--- src/rtl/game_pkg.sv ---
// Shared game types: FSM states and grid geometry.
// Imported by the grid frame controller and its bench.
package game_pkg;

  localparam int NTILES = 16;
  localparam int IDX_W  = $clog2(NTILES);

  typedef enum logic [1:0] {
    ST_WELCOME = 2'd0,
    ST_ARM     = 2'd1,
    ST_PLAY    = 2'd2
  } state_t;

endpackage

--- src/rtl/grid_frame_controller_if.sv ---
// Bundle between grid sources, the frame controller
// and the renderer; master = environment side.
interface grid_frame_controller_if #(
  parameter int NT        = 16,
  parameter int TILE_BITS = 4,
  parameter int AGE_W     = 3,
  parameter int IDX_W     = 4
);

  logic                    vsync;
  logic                    any_button;
  logic [NT*TILE_BITS-1:0] welcome_grid;
  logic [NT*TILE_BITS-1:0] logic_grid;
  logic                    added_valid;
  logic [IDX_W-1:0]        added_index;
  logic [NT*TILE_BITS-1:0] frame_grid;
  logic [NT-1:0]           new_tiles;
  logic [NT*AGE_W-1:0]     tile_age;
  logic                    moves_enable;
  logic                    show_welcome;
  logic                    frame_tick;

  modport master (
    output vsync, any_button,
    output welcome_grid, logic_grid,
    output added_valid, added_index,
    input  frame_grid, new_tiles, tile_age,
    input  moves_enable, show_welcome,
    input  frame_tick
  );

  modport slave (
    input  vsync, any_button,
    input  welcome_grid, logic_grid,
    input  added_valid, added_index,
    output frame_grid, new_tiles, tile_age,
    output moves_enable, show_welcome,
    output frame_tick
  );

endinterface

--- src/rtl/tile_flash_counter.sv ---
// Per-tile flash down-counter: a load wins over
// a same-cycle decrement, and zero never wraps.
module tile_flash_counter #(
  parameter int CNT_W    = 5,
  parameter int LOAD_VAL = 25
) (
  input  logic             clk,
  input  logic             rst_n,
  input  logic             load,
  input  logic             dec,
  output logic [CNT_W-1:0] cnt
);

  always_ff @(posedge clk or negedge rst_n) begin
    if (!rst_n) begin
      cnt <= '0;
    end else if (load) begin
      cnt <= CNT_W'(LOAD_VAL);
    end else if (dec && cnt != '0) begin
      cnt <= cnt - CNT_W'(1);
    end
  end

endmodule

--- src/rtl/grid_frame_controller.sv ---
// Commits the shown grid once per frame, gates moves
// through WELCOME/ARM/PLAY and tracks tile flash ages.
module grid_frame_controller
  import game_pkg::*;
#(
  parameter int GRID_W       = 4,
  parameter int GRID_H       = 4,
  parameter int TILE_BITS    = 4,
  parameter int FLASH_FRAMES = 25,
  parameter int CNT_W        = 5,
  parameter int AGE_W        = 3
) (
  input logic clk,
  input logic rst_n,
  grid_frame_controller_if.slave bus
);

  localparam int NT = GRID_W * GRID_H;
  localparam int IW = $clog2(NT);

  state_t state_q;
  state_t state_d;

  logic vsync_prev;
  logic vs_edge;
  logic add_ok;

  logic [CNT_W-1:0] cnt [NT];

  assign vs_edge = bus.vsync & ~vsync_prev;

  always_ff @(posedge clk or negedge rst_n) begin
    if (!rst_n) begin
      vsync_prev     <= 1'b0;
      bus.frame_tick <= 1'b0;
    end else begin
      vsync_prev     <= bus.vsync;
      bus.frame_tick <= vs_edge;
    end
  end

  always_ff @(posedge clk or negedge rst_n) begin
    if (!rst_n) begin
      state_q <= ST_WELCOME;
    end else begin
      state_q <= state_d;
    end
  end

  // ARM waits for the start press to be released
  always_comb begin
    state_d = state_q;
    if (vs_edge) begin
      unique case (state_q)
        ST_WELCOME: if (bus.any_button) state_d = ST_ARM;
        ST_ARM:     if (!bus.any_button) state_d = ST_PLAY;
        ST_PLAY:    state_d = ST_PLAY;
        default:    state_d = ST_WELCOME;
      endcase
    end
  end

  always_comb begin
    bus.moves_enable = (state_q == ST_PLAY);
    bus.show_welcome = (state_q == ST_WELCOME)
                     | (state_q == ST_ARM);
  end

  always_ff @(posedge clk or negedge rst_n) begin
    if (!rst_n) begin
      bus.frame_grid <= '0;
    end else if (vs_edge) begin
      bus.frame_grid <= (state_q == ST_PLAY)
                      ? bus.logic_grid
                      : bus.welcome_grid;
    end
  end

  assign add_ok = bus.added_valid
                & (state_q == ST_PLAY)
                & (int'(bus.added_index) < NT);

  for (genvar i = 0; i < NT; i++) begin : g_tile
    tile_flash_counter #(
      .CNT_W    (CNT_W),
      .LOAD_VAL (FLASH_FRAMES)
    ) u_cnt (
      .clk   (clk),
      .rst_n (rst_n),
      .load  (add_ok && bus.added_index == IW'(i)),
      .dec   (vs_edge),
      .cnt   (cnt[i])
    );

    // age drops the LSB so the phase steps every 2 frames
    assign bus.new_tiles[i] = |cnt[i];
    assign bus.tile_age[i*AGE_W +: AGE_W] =
      cnt[i][AGE_W:1];
  end

endmodule
--- src/flat_wrapper.sv ---
// flat-port wrapper written by rule: the top's interface ports become plain ports
module grid_frame_controller_flat import game_pkg::*;
#(
  parameter int GRID_W       = 4,
  parameter int GRID_H       = 4,
  parameter int TILE_BITS    = 4,
  parameter int FLASH_FRAMES = 25,
  parameter int CNT_W        = 5,
  parameter int AGE_W        = 3
)
  (clk, rst_n, bus_vsync, bus_any_button, bus_welcome_grid, bus_logic_grid, bus_added_valid, bus_added_index, bus_frame_grid, bus_new_tiles, bus_tile_age, bus_moves_enable, bus_show_welcome, bus_frame_tick);
  grid_frame_controller_if #(.TILE_BITS(TILE_BITS), .AGE_W(AGE_W)) bus_i ();
  input logic clk;
  input logic rst_n;
  input wire logic [$bits(bus_i.vsync)-1:0] bus_vsync;
  input wire logic [$bits(bus_i.any_button)-1:0] bus_any_button;
  input wire logic [$bits(bus_i.welcome_grid)-1:0] bus_welcome_grid;
  input wire logic [$bits(bus_i.logic_grid)-1:0] bus_logic_grid;
  input wire logic [$bits(bus_i.added_valid)-1:0] bus_added_valid;
  input wire logic [$bits(bus_i.added_index)-1:0] bus_added_index;
  output wire logic [$bits(bus_i.frame_grid)-1:0] bus_frame_grid;
  output wire logic [$bits(bus_i.new_tiles)-1:0] bus_new_tiles;
  output wire logic [$bits(bus_i.tile_age)-1:0] bus_tile_age;
  output wire logic [$bits(bus_i.moves_enable)-1:0] bus_moves_enable;
  output wire logic [$bits(bus_i.show_welcome)-1:0] bus_show_welcome;
  output wire logic [$bits(bus_i.frame_tick)-1:0] bus_frame_tick;
  assign bus_i.vsync = bus_vsync;
  assign bus_i.any_button = bus_any_button;
  assign bus_i.welcome_grid = bus_welcome_grid;
  assign bus_i.logic_grid = bus_logic_grid;
  assign bus_i.added_valid = bus_added_valid;
  assign bus_i.added_index = bus_added_index;
  assign bus_frame_grid = bus_i.frame_grid;
  assign bus_new_tiles = bus_i.new_tiles;
  assign bus_tile_age = bus_i.tile_age;
  assign bus_moves_enable = bus_i.moves_enable;
  assign bus_show_welcome = bus_i.show_welcome;
  assign bus_frame_tick = bus_i.frame_tick;
  grid_frame_controller #(.GRID_W(GRID_W), .GRID_H(GRID_H), .TILE_BITS(TILE_BITS), .FLASH_FRAMES(FLASH_FRAMES), .CNT_W(CNT_W), .AGE_W(AGE_W)) u_core (.clk(clk), .rst_n(rst_n), .bus(bus_i));
endmodule
--- config.mk ---
export PLATFORM = sky130hd
export DESIGN_NAME = grid_frame_controller_flat
export DESIGN_NICKNAME = d
export VERILOG_FILES = /design/src/rtl/game_pkg.sv /design/src/rtl/grid_frame_controller_if.sv /design/src/rtl/tile_flash_counter.sv /design/src/rtl/grid_frame_controller.sv /design/src/flat_wrapper.sv
export SDC_FILE = /design/constraint.sdc
export NUM_CORES = 1
export LEC_CHECK = 0
export ABC_AREA = 1
export ABC_CLOCK_PERIOD_IN_PS = 1900
export CORE_ASPECT_RATIO = 0.75
export CORE_MARGIN = 5
export CORE_UTILIZATION = 42
export CTS_CLUSTER_DIAMETER = 40
export DETAILED_ROUTE_END_ITERATION = 16
export HOLD_SLACK_MARGIN = 0.15
export PLACE_DENSITY = 0.74
export SYNTH_ARGS = -nofsm -noshare
export SYNTH_HDL_FRONTEND = slang
export SYNTH_SLANG_ARGS = --single-unit
--- constraint.sdc ---
create_clock -name clk -period 1.9 [get_ports clk]
set_clock_uncertainty 0.2 [all_clocks]
set_input_delay 0.38 -clock clk [delete_from_list [all_inputs] [get_ports clk]]
set_output_delay 0.38 -clock clk [all_outputs]
set_load 0.005 [all_outputs]
==> reports/summary.txt <==
die area: 21800 sq um
post-synthesis sequential area ratio: 0.466
via/cell ratio: 5.03
Tcrit/Tclk final: 1.05
Detailed Route Iter0 Violations: 612
Tmin final: 1990 ps
peak supply drop: 721 uV
CTS root buf: clkbuf_16
Inst Count DP: 1555
final hold viol count: 0
Skew-Pair Late Insertion Delay: 420 ps
final instance area: 12800 sq um
clock buffer depth: 2
vias in the first global route: 8209
Slew headroom: 0.737
Die Wd: 169 microns
row count: 43
CTS clk-pin slew, worst paths: 60 ps
CTS tree: built
synthesis-to-finish area growth: 61.7%
Placer Congestion: 0.868
P_sw: 6950 uW
cell area after synthesis: 7940 sq um
Top Ports: 268
Port Buf Inserts: 267
max-capacitance violation count: 0
Power, Total: 18500 uW
DR WL/cell: 15.9 microns
flops & latches, synth: 148
fin cells: 1643
Synth cell types: 21
Final ANT Viol Nets: 0
WS Path Type: reg2out
CP startpoint kind: register
run status: complete, but fails checks
power share of the clock group: 0.187
internal power: 11500 uW
Comb power frac: 0.534
via count: 8267
share of layout cells above drive strength 1: 0.223
HPWL Detailed: 17900 microns
r2r worst-path depth: 8
# fillers: 1475
top post-synthesis cells by area: dfrtp_1, nand2_1, a21oi_1
power per cell area: 1440 nW/um^2
worst setup margin: -87.1 ps
failing checks: setup timing
Worst Hold Class: in2async
CP Capture Type: output pin
Initial DRT Pass Iterations: 5
Yosys Warn Count: 0
Sw Ratio: 0.376
CP arrival: 1410 ps
commonest cells after routing, fill and taps aside: nand2_1, clkdlybuf4s50_1, dfrtp_1, buf_4, a21oi_1
Seq pwr share: 0.279
first-pass GRT wire length: 40300 microns
Final nets: 1539
Worst Tran Pin Value: 395 ps
CTS sink cnt: 148
critical path data required time: 1320 ps
largest net degree at the start of global routing: 37
core region area: 18600 sq um
syn nets: 1178
Mean Syn Cell Area: 7.77 sq um
Synth top area share: 0.466
Pleak: 0.00634 uW
Final setup viols: 2
DRT Wirelength: 26100 microns
Mapped Cells: 1022
DRC: 0
Layout Utilization: 0.692
initial antenna violation count: 0
area post-placement: 11300 sq um
n_diodes: 0
f_max: 0.503 GHz
post-synth top area cell: dfrtp_1
most common cell after layout, fill and taps aside: nand2_1
H-Tree Depth: 4
RSZ-0062 raised after global routing: yes
total global-route track usage: 0.226
fin. max-slew vios: 0
clock buffers created by TritonCTS: 17
Starting Density: 0.428
Crit Path Max Fanout: 3
die height: 129 microns
global route total overflow: 0
worst max-delay path: stages, from the launching register on:
cell     delay (ps)
dfrtp_1         400
inv_2            80
ha_4            160
or2_4           240
buf_6           120
cell families after synthesis:
kind of cell,synth area share
and+or+nand+nor,0.280
AOI/OAI and AO/OA,0.110
buffers and inverters,0.0961
DFF,0.466
adders and majority gates,0.0299
xor gates and xnor gates,0.0176
through the flow:
step	hold WS [ps]	setup TNS [ps]	worst slack, ps
6_report	236	-98.4	-87.1
3_3_place_gp	108	-2800	-101
5_1_grt	266	-487	-144
4_1_cts	231	-94.8	-94.8
2_1_floorplan	-116	0	236
3_5_place_dp	108	-4170	-146
power by group through the flow:
| stage | sequential, uW | clock (uW) | combinational, uW |
|---|---|---|---|
| after floorplan | 5170 | 0 | 4400 |
| after global placement | 5100 | 0 | 8200 |
| after detailed placement | 5150 | 0 | 8400 |
| after CTS | 5050 | 3500 | 8890 |
| after global routing | 5290 | 3630 | 10900 |
| final | 5150 | 3460 | 9870 |
routing by layer:
metal,GRT usage,vias to the layer above,wire [microns],share of wire
met5,0,-,0,0
met4,0.0553,0,494,0.019
met3,0.0628,47,1820,0.070
met2,0.376,280,12500,0.48
met1,0.296,3923,11200,0.43
li1,-,4017,-,-
area by class of cell:
cell class / instances / area (sq um) / share of cell area
clock buffer: 21 / 480 / 0.0374
clock inverter: 11 / 125 / 0.00975
inverter: 71 / 272 / 0.0212
multi-input combinational: 723 / 3960 / 0.308
sequential: 148 / 3710 / 0.289
tap: 247 / 309 / 0.0241
timing repair buffer: 422 / 3990 / 0.310
cell usage after synthesis (all sizes together):
master,n
dfrtp,148
clkbuf,17
ha,19
o21ai,39
or2,2
nor2,116
nand3,98
buf,63
nand3b,15
nand2,277
inv,71
nand4,6
xor2,16
a21oi,135
registers in the layout, indices dropped and copies added, names as in the netlist:
signal / count
u_core.bus.frame_grid: 64
u_core.bus.frame_tick: 1
u_core.g_tile.u_cnt.cnt: 80
u_core.state_q: 2
u_core.vsync_prev: 1
final timing paths:
path	from	to	slack [ps]
worst min-delay path	rst_n	u_core.g_tile[1].u_cnt.cnt[3]	240
worst max-delay path	u_core.state_q[0]	bus_show_welcome	-90
worst max register to register	u_core.state_q[0]	u_core.g_tile[14].u_cnt.cnt[2]	90
max in group asynchronous	rst_n	u_core.g_tile[8].u_cnt.cnt[2]	660
min in group clk	u_core.g_tile[3].u_cnt.cnt[4]	u_core.g_tile[3].u_cnt.cnt[4]	290
worst min register to register	u_core.g_tile[3].u_cnt.cnt[4]	u_core.g_tile[3].u_cnt.cnt[4]	290
repair_timing:
| action | in CTS | in global routing |
|---|---|---|
| buffers inserted | 38 | 19 |
| hold endpoints to repair | 148 | 0 |
| hold buffers | 1 | 0 |
| setup endpoints to repair | 121 | 83 |
| resized for setup | 190 | 106 |
| pin swaps | 5 | 21 |
Power figures use the tool's default switching activity.
